==> src/rtl/reset_sequencer.sv <==
// SoC reset sequencer: waits for a stable synchronized PLL lock, holds the SoC in
// reset for a minimum time, then releases it; lock loss or a button request re-enters reset.
module reset_sequencer #(
    parameter int LOCK_STABLE_CYCLES = 8,
    parameter int HOLD_CYCLES        = 16
) (
    input  logic       clk_in,
    input  logic       reset_in,
    input  logic       pll_locked_in,
    input  logic       button_req_in,
    output logic       soc_reset_out,
    output logic       ready_out,
    output logic [1:0] state_out,
    output logic [7:0] lock_loss_count_out
);

    localparam int MAX_CYCLES = (LOCK_STABLE_CYCLES > HOLD_CYCLES) ? LOCK_STABLE_CYCLES : HOLD_CYCLES;
    localparam int CNT_WIDTH  = $clog2(MAX_CYCLES) + 1;
    localparam logic [CNT_WIDTH-1:0] LOCK_LAST = CNT_WIDTH'(LOCK_STABLE_CYCLES - 1);
    localparam logic [CNT_WIDTH-1:0] HOLD_LAST = CNT_WIDTH'(HOLD_CYCLES - 1);

    generate
        if (LOCK_STABLE_CYCLES < 1 || HOLD_CYCLES < 1) begin : g_bad_params
            $error("reset_sequencer: LOCK_STABLE_CYCLES and HOLD_CYCLES must be >= 1");
        end
    endgenerate

    typedef enum logic [1:0] {
        ST_WAIT_LOCK = 2'd0,
        ST_HOLD      = 2'd1,
        ST_RUN       = 2'd2
    } state_e;

    state_e               state_q, state_d;
    logic                 sync1_q, sync2_q;
    logic [CNT_WIDTH-1:0] lock_cnt_q, lock_cnt_d;
    logic [CNT_WIDTH-1:0] hold_cnt_q, hold_cnt_d;
    logic [7:0]           loss_q, loss_d;

    always_ff @(posedge clk_in) begin
        if (reset_in) begin
            state_q    <= ST_WAIT_LOCK;
            sync1_q    <= 1'b0;
            sync2_q    <= 1'b0;
            lock_cnt_q <= '0;
            hold_cnt_q <= '0;
            loss_q     <= '0;
        end else begin
            state_q    <= state_d;
            sync1_q    <= pll_locked_in;
            sync2_q    <= sync1_q;
            lock_cnt_q <= lock_cnt_d;
            hold_cnt_q <= hold_cnt_d;
            loss_q     <= loss_d;
        end
    end

    // sync2_q is the synchronized lock; any sampled low restarts the stability window.
    always_comb begin
        state_d    = state_q;
        lock_cnt_d = lock_cnt_q;
        hold_cnt_d = hold_cnt_q;
        loss_d     = loss_q;
        case (state_q)
            ST_WAIT_LOCK: begin
                if (!sync2_q) begin
                    lock_cnt_d = '0;
                end else if (lock_cnt_q == LOCK_LAST) begin
                    state_d    = ST_HOLD;
                    hold_cnt_d = '0;
                end else begin
                    lock_cnt_d = lock_cnt_q + 1'b1;
                end
            end
            ST_HOLD: begin
                if (!sync2_q) begin
                    state_d    = ST_WAIT_LOCK;
                    lock_cnt_d = '0;
                end else if (button_req_in) begin
                    hold_cnt_d = '0;
                end else if (hold_cnt_q == HOLD_LAST) begin
                    state_d = ST_RUN;
                end else begin
                    hold_cnt_d = hold_cnt_q + 1'b1;
                end
            end
            ST_RUN: begin
                if (!sync2_q) begin
                    state_d    = ST_WAIT_LOCK;
                    lock_cnt_d = '0;
                    if (loss_q != 8'hFF) loss_d = loss_q + 8'd1;
                end else if (button_req_in) begin
                    state_d    = ST_HOLD;
                    hold_cnt_d = '0;
                end
            end
            default: begin
                state_d    = ST_WAIT_LOCK;
                lock_cnt_d = '0;
                hold_cnt_d = '0;
            end
        endcase
    end

    assign soc_reset_out       = (state_q != ST_RUN);
    assign ready_out           = (state_q == ST_RUN);
    assign state_out           = state_q;
    assign lock_loss_count_out = loss_q;

endmodule

==> config.mk <==
export PLATFORM = sky130hd
export DESIGN_NAME = reset_sequencer
export DESIGN_NICKNAME = d
export VERILOG_FILES = /design/src/rtl/reset_sequencer.sv
export SDC_FILE = /design/constraint.sdc
export NUM_CORES = 1
export LEC_CHECK = 0
export CAP_MARGIN = 10
export CORE_MARGIN = 2
export CORE_UTILIZATION = 32
export CTS_CLUSTER_SIZE = 30
export DETAILED_ROUTE_END_ITERATION = 12
export MAX_ROUTING_LAYER = met4
export PLACE_DENSITY = 0.49
export SLEW_MARGIN = 20
export SYNTH_ARGS = -nofsm -noshare
export SYNTH_HDL_FRONTEND = slang
export SYNTH_SLANG_ARGS = --single-unit
==> constraint.sdc <==
create_clock -name clk_in -period 5.4 [get_ports clk_in]
set_input_delay 0.81 -clock clk_in [delete_from_list [all_inputs] [get_ports clk_in]]
set_output_delay 0.81 -clock clk_in [all_outputs]
set_load 0.005 [all_outputs]
* After elaboration in Yosys (flattened, before gate mapping)
Cells that the tools add are included.
Word-level totals: bits in writable memories 0, flip-flop bits (word level) 22, word-level logic and storage cells 53, bits in read-only memories 0, latch bits 0, memories kept 0
Cells by class: reductions and logical operators 6, magnitude comparators 0, $mul 0, add/sub/neg operators 3, bitwise gates (word level) 1, shift operators 0, multiplexer cells 20, divide/modulo/power cells 0, equal/unequal tests 17
Operator list (number):
- 2-to-1 mux 5 bit | 10
- != test 3 bit, second input constant | 5
- one-hot mux 5 bit (3 select lines) | 1
- 2-to-1 mux 2 bit | 7
- != test 2 bit, second input constant | 6
- adder 5 x 1 -> 5 bit, second input constant | 2
- one-hot mux 5 bit (2 select lines) | 1
- adder 8 x 1 -> 8 bit, second input constant | 1
- != test 8 bit, second input constant | 1
- one-hot mux 2 bit (3 select lines) | 1
- AND reduction 6 bit | 1
- == test 5 x 3 -> 1 bit, second input constant | 1
- == test 5 x 4 -> 1 bit, second input constant | 1
- AND reduction 5 bit | 1
- AND reduction 3 bit | 1
- == test 2 x 1 -> 1 bit, second input constant | 1
- == test 2 bit, second input constant | 1
- logical NOT 2 bit | 1
- != test 2 x 1 -> 1 bit, second input constant | 1
- AND reduction 2 bit | 1
- OR reduction 2 bit | 1
- NOT 1 bit | 1

* Logic depth before layout (Yosys ltp)
Gate-level depths: netlist of the first run.
depth in word-level cells 5, mapped depth 7

* Least setup slack after synthesis of the first run
OpenSTA, ideal clock, no wires.
path type reg2reg, start register hold_cnt_q[0], end register hold_cnt_q[2], setup slack 3540 ps, stages on the path, launching flop included 8, library setup time 70 ps, required time 5330 ps, clock period less this slack 1860 ps, arrival time 1790 ps, cells stage by stage dfxtp_1 > ha_1 > and3_1 > ha_1 > o21bai_1 > a21oi_1 > or4_1 > a21oi_1
Between the ends: cells in the longest elaborated chain, start to end 5
RTL lines:
- start: declaration | RTL line 37 | logic [CNT_WIDTH-1:0] hold_cnt_q, hold_cnt_d;
- start signal: assignment | RTL line 53 | hold_cnt_q <= hold_cnt_d;
- adder 5 x 1 -> 5 bit | RTL line 84 | hold_cnt_d = hold_cnt_q + 1'b1;
- 2-to-1 mux 5 bit | RTL line 81 | end else if (hold_cnt_q == HOLD_LAST) begin
- 2-to-1 mux 5 bit | RTL line 79 | end else if (button_req_in) begin
- 2-to-1 mux 5 bit | RTL line 76 | if (!sync2_q) begin
- one-hot mux 5 bit (3 select lines) | RTL line 64 | case (state_q)
Several ways; a longest one is shown, not always the timed one. The select of a mux whose other input is x is not followed. A chain may end at the register's enable or synchronous reset.

* Final worst setup path of the first run
start register state_q[0], in the netlist state_out[0], end output soc_reset_out
Between the ends: cells in the longest elaborated chain, start to end 1
RTL lines:
- start: declaration | RTL line 34 | state_e state_q, state_d;
- start signal: assignment | RTL line 49 | state_q <= state_d;
- != test 2 bit | RTL line 105 | assign soc_reset_out = (state_q != ST_RUN);
- end: declaration | RTL line 11 | output logic soc_reset_out,
Every way passes these cells.

==> impl_results.md, run 1 <==
- Status: finished clean
- Vias/cell: about 5.2
- Mean post-synth cell area: a little under 9 um^2
- Final #Nets: between 150 and 200
- Post-CTS setup buffer count: 0
- CTS tree: built
- Worst-skew pair later-pin latency: between 200 and 300 ps
- H-Tree Depth: 1
- Top area cells in the synthesized netlist: dfxtp_1 37%, ha_1 8.4%, nor2_1 4.8%
- DP HPWL: about 1.8 mm
- Root Buffer: clkbuf_8
- Minimum clock period: 2500 ps
- RSZ-0062 raised after global routing: no
- Main flop type after synthesis: dfxtp_1
- Static leakage: between 0.5 and 0.6 nW
- Critical path peak fanout: 8
- Seq cells post-synth: 22
- Ports: 16
- Cell with the most instances after synthesis: dfxtp_1
- Cell chain of the critical path: inv_1 > ha_1 > inv_1 > clkdlybuf4s50_1
- Die H: 64.9 um
- Max VDD drop: 0.000102 V
- PwrDens: 229 mW/mm^2
- Overflow after GRT: 0
- Port bufs: 15
- Synth Cell Area: roughly 0.0012 mm^2
- DRT iter0 DRCs: 63
- Ys async rst share: 0
- Largest net degree at the start of global routing: 21
- Cell mode on critical path: inv_1
- TNS Setup: 0 ps
- Cts bufs inserted: 3
- Mapped Cells: 135
- Fin crit share: 0.462
- Final setup fails: 0
- Max Freq: between 400 and 500 MHz
- Routed wire length: 2.45 mm
- Fin. max-slew vios: 0
- Arrival time worst endpoint: around 1700 ps
- CTS sink cnt: 22
- Clock Pin Slew Worst Setup and Hold Paths: 80 ps
- Crit-path slowest cell: clkdlybuf4s50_1
- DRC errors left: 0
- Setup crit start kind: register
- Post-synth EDFFs: 0
- Clock buffer depth: 2
- Syn Nets: approximately 150
- Crit. End Element: output port
- Slowest stage delay, CP: approximately 500 ps
- Routability cong.: 0.754
- Die Footprint: 0.00421 mm^2
- Share of cells above drive strength 1: 0.0470
- Share of the synthesized area in the top cell type: 0.372
- Fillers: approximately 370
- Vias in the first global route: slightly below 1000
- Slew @ Worst Pin: between 700 and 800 ps
- Tot GR Track Use: 0.135
- Diode count: 0
- Routed len/inst: about 12 um
- First-pass GRT wire length: approximately 4.4 mm
- PostCTS Resize Cnt: 0
- Post-route ant nets: 0
- Die width: roughly 65 um
- Synth cell types: 38
- Rows: 22
- TritonRoute pass-1 iters: 4
- Core box area: ~0.0036 mm^2
- Syn. warnings: 0
- Area delta synth->final: 20.1%
- Post-synth top cells: 22 x dfxtp_1, 15 x nor2_1, 10 x a21oi_1, 8 x ha_1, 8 x o21ai_0
- Hold-fix buffers at CTS: 0
- Fin. Hold Viols: 0
- Fin util: 0.395
- Seq/Total Area, Yosys: 0.372
- Initial core utilization: 0.329
- Worst setup path class: register to output port
- Layout Skew: roughly 1.0 ps
- Critical path required time: between 4000 and 5000 ps
- DR vias: ~1000
- Hold Crit Class: register to register
- Relative slew slack: 0.504
- Area leader, netlist: dfxtp_1
- Max-cap violations: 0
- Number of antenna violations at the first check in global routing: 0
## where the power goes
| part | switching (mW) | internal [mW] |
|---|---|---|
| clock network | 0.0522 | 0.0649 |
| logic | 0.0235 | 0.0173 |
| registers | 0.00290 | 0.164 |
| total | 0.0786 | 0.247 |
## flip-flops by register name, summed over array words and instances (netlist names)
register and count:
lock_cnt_q 5, sync2_q 1, lock_loss_count_out 8, hold_cnt_q 5
sync1_q 1, state_out 2
## cell type report
class	count	area, um^2	share of cell area
Timing Repair Buffer	15	150	0.106
Inverter	6	22.5	0.0158
Tap cell	48	60.1	0.0422
Multi-Input combinational cell	102	694	0.488
Sequential cell	22	440	0.310
Clock buffer	4	55.1	0.0387
## placed cells by master, fill, tap and decap left out, types with 2 or more instances in the layout
cell type	netlist	final
a21oi_1	10	10
dfxtp_1	22	22
nand2b_1	6	6
o21ai_0	8	8
o2bb2ai_1	2	2
mux2i_1	4	4
nand3_1	2	2
nand4_1	6	6
clkdlybuf4s50_1	0	15
inv_1	6	6
and3_1	2	2
clkbuf_8	0	4
or4_1	4	4
nor2_1	15	15
ha_1	8	8
xor2_1	4	4
nor2b_1	3	3
a211oi_1	2	2
o21bai_1	2	2
o31ai_1	2	2
nor3_1	3	3
nand2_1	4	4
## routing by layer
layer	up-vias	routed length, um	GRT usage
met2	19	1140	0.216
met1	490	1200	0.168
li1	519	-	-
met5	-	0	-
met3	2	89	0.0226
met4	0	21	0.0559
## metrics by stage
step                      worst slack (ps)  total power [mW]  cell area (um^2)  hold slack [ps]  std cells
final                                 2900             0.325              1420              442        197
after global routing                  2770             0.347              1420              463        197
after CTS                             2890             0.331              1420              449        197
after detailed placement              2950             0.212              1370              429        193
after global placement                3000             0.211              1370              419        193
after floorplan                       3540             0.202              1180              414        135
## final timing paths
check | from | endpoint | slack, ps | cells past startpoint
setup / recovery | state_out[0] | soc_reset_out | 2900 | 4
hold / removal | sync1_q | sync2_q | 440 | 1
setup reg to reg | hold_cnt_q[0] | hold_cnt_q[2] | 3290 | 7
hold reg to reg | sync1_q | sync2_q | 440 | 1
## cells by family after synthesis
kind of cell | share of synthesized area
and+or+nand+nor | 0.259
AOI/OAI and AO/OA | 0.170
DFF | 0.372
buffers and inverters | 0.0422
adders and majority gates | 0.0845
muxes | 0.0433
xor gates and xnor gates | 0.0296
## worst max-delay path: cells and delay by family, from the launching register on
family / cells / cell delay (ps)
buf+inv: 3 / 730
fa+ha+maj: 1 / 310
flops: 1 / 390
Power figures use the tool's default switching activity.
==> inputs of run 2 (changes only) <==
Clock period 5.4 ns to 2.3 ns, I/O delays scaled along.
==> run 2 against run 1 <==
Effect of this change: utilization up 0.21 points; sequential share of layout area down 0.16 points; global-route usage down 0.54 points; clock-buffer cell count unchanged; sequential cell count unchanged; via count down 2.3%; worst setup slack worse by 2600 ps; worst hold slack worse by 2.0 ps; clock skew up 0.59 ps; combinational power up 140%; critical path type is now register to register; critical endpoint is now hold_cnt_q[1]; largest power group unchanged.
==> impl_results.md, run 2 (synthesis results as in run 1) <==
- Sw Share: 0.246 (+0.00449)
- Arrival time worst endpoint: 2240 ps (+550 ps)
- Share of cells above drive strength 1: 0.0533 (+0.00635)
- DRT iter0 DRCs: 67 (+6.3%)
- Cell Area, Placed: 0.00138 mm^2 (+0.55%)
- Post-CTS setup buffer count: 0 (unchanged)
- Max-cap violations: 0 (unchanged)
- Post-route ant nets: 0 (unchanged)
- Diode count: 0 (unchanged)
- Hold-fix buffers at CTS: 0 (unchanged)
- Clock Pin Slew Worst Setup and Hold Paths: 80 ps (about the same)
- Sequential Power Share: 0.510 (-0.005)
- Die width: 64.9 um (unchanged)
- Setup crit start kind: register
- Layout Skew: 1.58 ps (+0.589 ps)
- Max Freq: around 490 MHz
- Fin. max-slew vios: 0 (unchanged)
- TritonRoute pass-1 iters: 4 (unchanged)
- Initial core utilization: 0.329 (unchanged)
- Crit path max-delay family: simple AND/OR/NAND/NOR gates
- Root Buffer: clkbuf_8
- Max VDD drop: 0.000189 V (+86%)
- CTS sink cnt: 22 (unchanged)
- Core box area: 0.00361 mm^2 (unchanged)
- Worst setup path class: register to register
- CTS tree: built
- DRC errors left: 0 (unchanged)
- Slew @ Worst Pin: 605 ps (-136 ps)
- Cell chain of the critical path: ha_1 > and3_1 > ha_1 > o21bai_1 > a21oi_1 > or4b_1 > a21oi_1
- Post-route cell area: 0.00143 mm^2 (+0.53%)
- Comb pwr share: 0.125 (about the same)
- Status: finished clean
- Sw Pwr: 189 uW (+140%)
- Tot GR Track Use: 0.130 (-0.00537)
- Static leakage: 0.511 nW (+0.95%)
- Clk pwr share: 0.365 (+0.005)
- Crit. End Element: register
- Most frequent cells in the layout: 22 x dfxtp_1, 15 x nor2_1, 15 x clkdlybuf4s50_1
- First-pass GRT wire length: 4.21 mm (-3.8%)
- Area delta synth->final: 20.7%
- Routed len/inst: 11.8 um (-4.8%)
- PwrDens: 538 mW/mm^2 (+140%)
- Cts bufs inserted: 3 (unchanged)
- Minimum clock period: between 2000 and 2500 ps
- Critical path peak fanout: 10 (+2)
- Fin. Hold Viols: 0 (unchanged)
- Rows: 22 (unchanged)
- RSZ-0062 raised after global routing: no
- Clock buffer depth: 2 (unchanged)
- PostCTS Resize Cnt: 0 (unchanged)
- Commonest non-fill, non-tap cell in the layout: dfxtp_1
- TNS Setup: 0 ps (unchanged)
- Crit-path slowest cell: or4b_1
- Fin crit share: 0.888
- Largest net degree at the start of global routing: 14 (-33%)
- Vias/cell: 5.08 (-2.8%)
- Port bufs: 15 (unchanged)
- Vias in the first global route: 944 (-4.9%)
- Routability cong.: 0.828 (+9.9%)
- Routed wire length: 2.34 mm (-4.3%)
- Hold Crit Class: register to register
- Die H: 64.9 um (unchanged)
- H-Tree Depth: 1 (unchanged)
- Critical path required time: 2500 ps (-2090 ps)
- Number of antenna violations at the first check in global routing: 0 (unchanged)
- Final #Nets: 163 (+0.62%)
- Ports: 16 (unchanged)
- Relative slew slack: 0.596 (+0.0923)
- Final setup fails: 0 (unchanged)
- Worst path bufs/invs: 0 (-3)
- Die Footprint: 0.00421 mm^2 (unchanged)
- Worst-skew pair later-pin latency: 260 ps (about the same)
- Number of flip-flops in the largest register: 8 (unchanged)
- Slowest stage delay, CP: 560 ps (+50 ps)
- Overflow after GRT: 0 (unchanged)
- Pint: 580 uW (+140%)
- DP HPWL: 1.70 mm (-4.6%)
- DR vias: 1006 (-2.3%)
[run 2: cell count changes in the layout (fill, tap and decap cells not counted), sizes merged]
cell	change
buf	+1
[run 2: stage by stage]
stage | setup WS (ps) | util | std cells | total power [mW] | hold WS [ps]
5_1_grt | 106 | 0.397 | 198 | 0.816 | 463
3_5_place_dp | 287 | 0.381 | 194 | 0.498 | 428
2_1_floorplan | 440 | - | 135 | 0.475 | 414
6_report | 258 | 0.397 | 198 | 0.770 | 440
3_3_place_gp | 342 | 0.381 | 194 | 0.497 | 418
4_1_cts | 260 | 0.397 | 198 | 0.778 | 449
[run 2: power by group through the flow]
stage / Combinational (mW) / Clock, mW / Sequential [mW]
2_1_floorplan: 0.0751 / 0 / 0.400
3_3_place_gp: 0.0954 / 0 / 0.402
3_5_place_dp: 0.0964 / 0 / 0.402
4_1_cts: 0.0966 / 0.289 / 0.393
5_1_grt: 0.108 / 0.313 / 0.394
6_report: 0.0959 / 0.281 / 0.392
[run 2: routing by layer]
metal  share of wire  vias to the layer above  GRT usage
li1                -                      521          -
met1            0.50                      463      0.162
met2            0.46                       20      0.210
met3           0.035                        2     0.0226
met4          0.0090                        0     0.0479
met5               0                        -          -
[run 2: final cells by class]
class	count	area [um^2]
Fill cell	366	2180
Multi-Input combinational cell	102	694
Sequential cell	22	440
Timing Repair Buffer	16	158
Tap cell	48	60.1
Clock buffer	4	55.1
Inverter	6	22.5
[run 2: final timing paths]
path | startpoint | to | slack (ps) | cells after the start
worst max-delay path | hold_cnt_q[0] | hold_cnt_q[1] | 260 | 7
worst min-delay path | sync1_q | sync2_q | 440 | 1
worst max register to register | hold_cnt_q[0] | hold_cnt_q[1] | 260 | 7
worst min register to register | sync1_q | sync2_q | 440 | 1
==> RTL edit: new RTL, flow settings as in run 1 <==
Change the parameter `LOCK_STABLE_CYCLES` from 8 to 4.
--- a/src/rtl/reset_sequencer.sv
+++ b/src/rtl/reset_sequencer.sv
@@ -1,7 +1,7 @@
 // SoC reset sequencer: waits for a stable synchronized PLL lock, holds the SoC in
 // reset for a minimum time, then releases it; lock loss or a button request re-enters reset.
 module reset_sequencer #(
-    parameter int LOCK_STABLE_CYCLES = 8,
+    parameter int LOCK_STABLE_CYCLES = 4,
     parameter int HOLD_CYCLES        = 16
 ) (
     input  logic       clk_in,
Formal check against the unedited RTL: not equivalent (Yosys sat finds a counterexample within 10 cycles, from zero or initial values and one cycle with reset_in high).
==> RTL edit against run 1 <==
Routed wire length decreased by 1.4%; setup slack gained 0.063 ns; synthesized cell count is 2.2% lower; worst hold slack improved by 0.016 ns; total power shrank 0.65%; area after synthesis unchanged; maximum frequency up 2.6%; first-iteration DRC count down 14%; highest routed layer unchanged; largest cell class unchanged; cell area stayed put; register-to-register slack better by 0.05 ns; sequential cell count stayed put.
==> RTL edit: results (changes against run 1) <==
Arrival time at the worst endpoint: 1.62 ns (-0.07 ns). The worst-case register-to-register setup slack was 3.34 ns (+0.05 ns). The number of buffers added on ports works out to 15 (unchanged).

The tools report the net count after synthesis as 144 (-2.0%). The global-route usage over all layers came out at 0.127 (-0.00828). The maximum VDD drop is 0.132 mV (+30%), and the fraction of layout cells with a size suffix above 1 is 0.0685 (+0.0215).

The maximum count of clock buffers along a single path came out at 2 (unchanged). The average instance area after synthesis came out at 8.98 sq um (+2.3%). The number of cells upsized or downsized after cts was 0 (unchanged); the routed wirelength normalized by instance count was 12.4 um (+0.14%). The number of instances in the placed design is 190 (-1.6%).

For the net total in the final layout, the log shows 159 (-1.9%). The largest stage delay on the critical path was 0.49 ns (-0.02 ns). Share of the clock period used by the worst path after layout: 0.450 (-0.0117). The transition at the pin with the smallest max-transition slack was 0.734 ns (-0.00747 ns).

The flip-flop count of the largest register after layout is 8 (unchanged). The number of design-rule violations left by the first detailed-router iteration came out at 54 (-14%). In this run the critical register-to-register path is captured at hold_cnt_q[1].

The run gives 0.183 (-0.0335) as the fraction of met2 tracks used by global routing. In this run the critical register-to-register path is launched from hold_cnt_q[0]. The number of global-route vias before repair was 930 (-6.3%).

The flow ran to the end, and the final reports show no timing, DRC or antenna violations. The number of antenna repair diodes is 0 (unchanged), and the met1 track demand over resource is 0.174 (+0.00553). The worst hold path belongs to the class register to register. The logs give 0.00241 ns (+0.00141 ns) for the worst clock skew and 1040 um (-8.3%) for the routed length on met2. The run gives 194 (-1.5%) as the count of placed standard cells in the final layout, fillers left out. Sorting the synthesized cells by area gives the leading types as dfxtp_1, ha_1, a21oi_1. The depth of the worst register-to-register path is 7 (unchanged). For the wire length the detailed router placed on met1, the log shows 1260 um (+5.1%). Fill cell total of the finished layout: 383 (+3.0%).

For the unique cell type count in the Yosys netlist, the log shows 38 (unchanged). The half-perimeter wire length of the detailed placement result is 1620 um (-9.4%). The run gives 0 (unchanged) as the number of antenna violations at the first check in global routing. The routability congestion estimate from global placement was 0.758 (+0.53%); the number of H-tree branching levels was 1 (unchanged). The logs give 79 um (-11%) for the routed length on met3 and 4100 um (-6.3%) for the first-pass GRT wire length. The run gives 4 (unchanged) as the number of iterations in the first detailed-routing pass.

The tools report the largest net degree at the start of global routing as 21 (unchanged). The largest driver fanout on the critical path is 6 (-2), and the detailed-route via count is 1010 (-1.9%). The tools report the total clock buffers created by CTS as 3 (unchanged).

In the synthesized netlist, the cells that appear most often are dfxtp_1, nor2_1, a21oi_1. The run gives 0.523 nW (+3.4%) as the reported leakage power. The capture point of the critical path is soc_reset_out.
[RTL edit: cell count changes after synthesis, moves of 2 or more]
cell / change
nand2b_1: -3
nor2_1: -2
xor2_1: +2
o21ai_0: -3
nand2_1: +2
and3_1: +2
[RTL edit: power breakdown]
group	switching, W	internal [W]
registers	0.00000276	0.000164
clock network	0.0000565	0.0000651
logic	0.0000199	0.0000145
total	0.0000792	0.000244
[RTL edit: cells by family (layout without fill, tap and decap cells)]
| family | after synthesis | in the layout | synth area share |
|---|---|---|---|
| and+or+nand+nor | 51 | 51 | 0.260 |
| AOI/OAI and AO/OA | 30 | 30 | 0.163 |
| DFF | 22 | 22 | 0.372 |
| buffers and inverters | 11 | 25 | 0.0422 |
| adders and majority gates | 8 | 8 | 0.0845 |
| xor gates and xnor gates | 6 | 6 | 0.0444 |
| muxes | 4 | 4 | 0.0348 |
[RTL edit: area by class of cell]
cell class / instances / area share
sequential: 22 / 0.310
multi-input combinational: 99 / 0.488
timing repair buffer: 15 / 0.106
tap: 48 / 0.0422
clock buffer: 4 / 0.0387
inverter: 6 / 0.0158
[RTL edit: how the worst min path moves through the flow]
stage | slack (ns) | end | depth (start not counted)
floorplan | 0.41 | sync2_q | 1
global placement | 0.44 | sync2_q | 1
detailed placement | 0.45 | sync2_q | 1
CTS | 0.46 | sync2_q | 1
global route | 0.49 | sync2_q | 1
finish | 0.46 | sync2_q | 1
[RTL edit: per-stage QoR]
stage | cell area, sq um | power, W | hold WS, ns
after floorplan | 1180 | 0.000197 | 0.414
final | 1420 | 0.000323 | 0.458
after global routing | 1420 | 0.000340 | 0.490
after detailed placement | 1370 | 0.000205 | 0.451
after CTS | 1420 | 0.000326 | 0.463
after global placement | 1370 | 0.000205 | 0.438
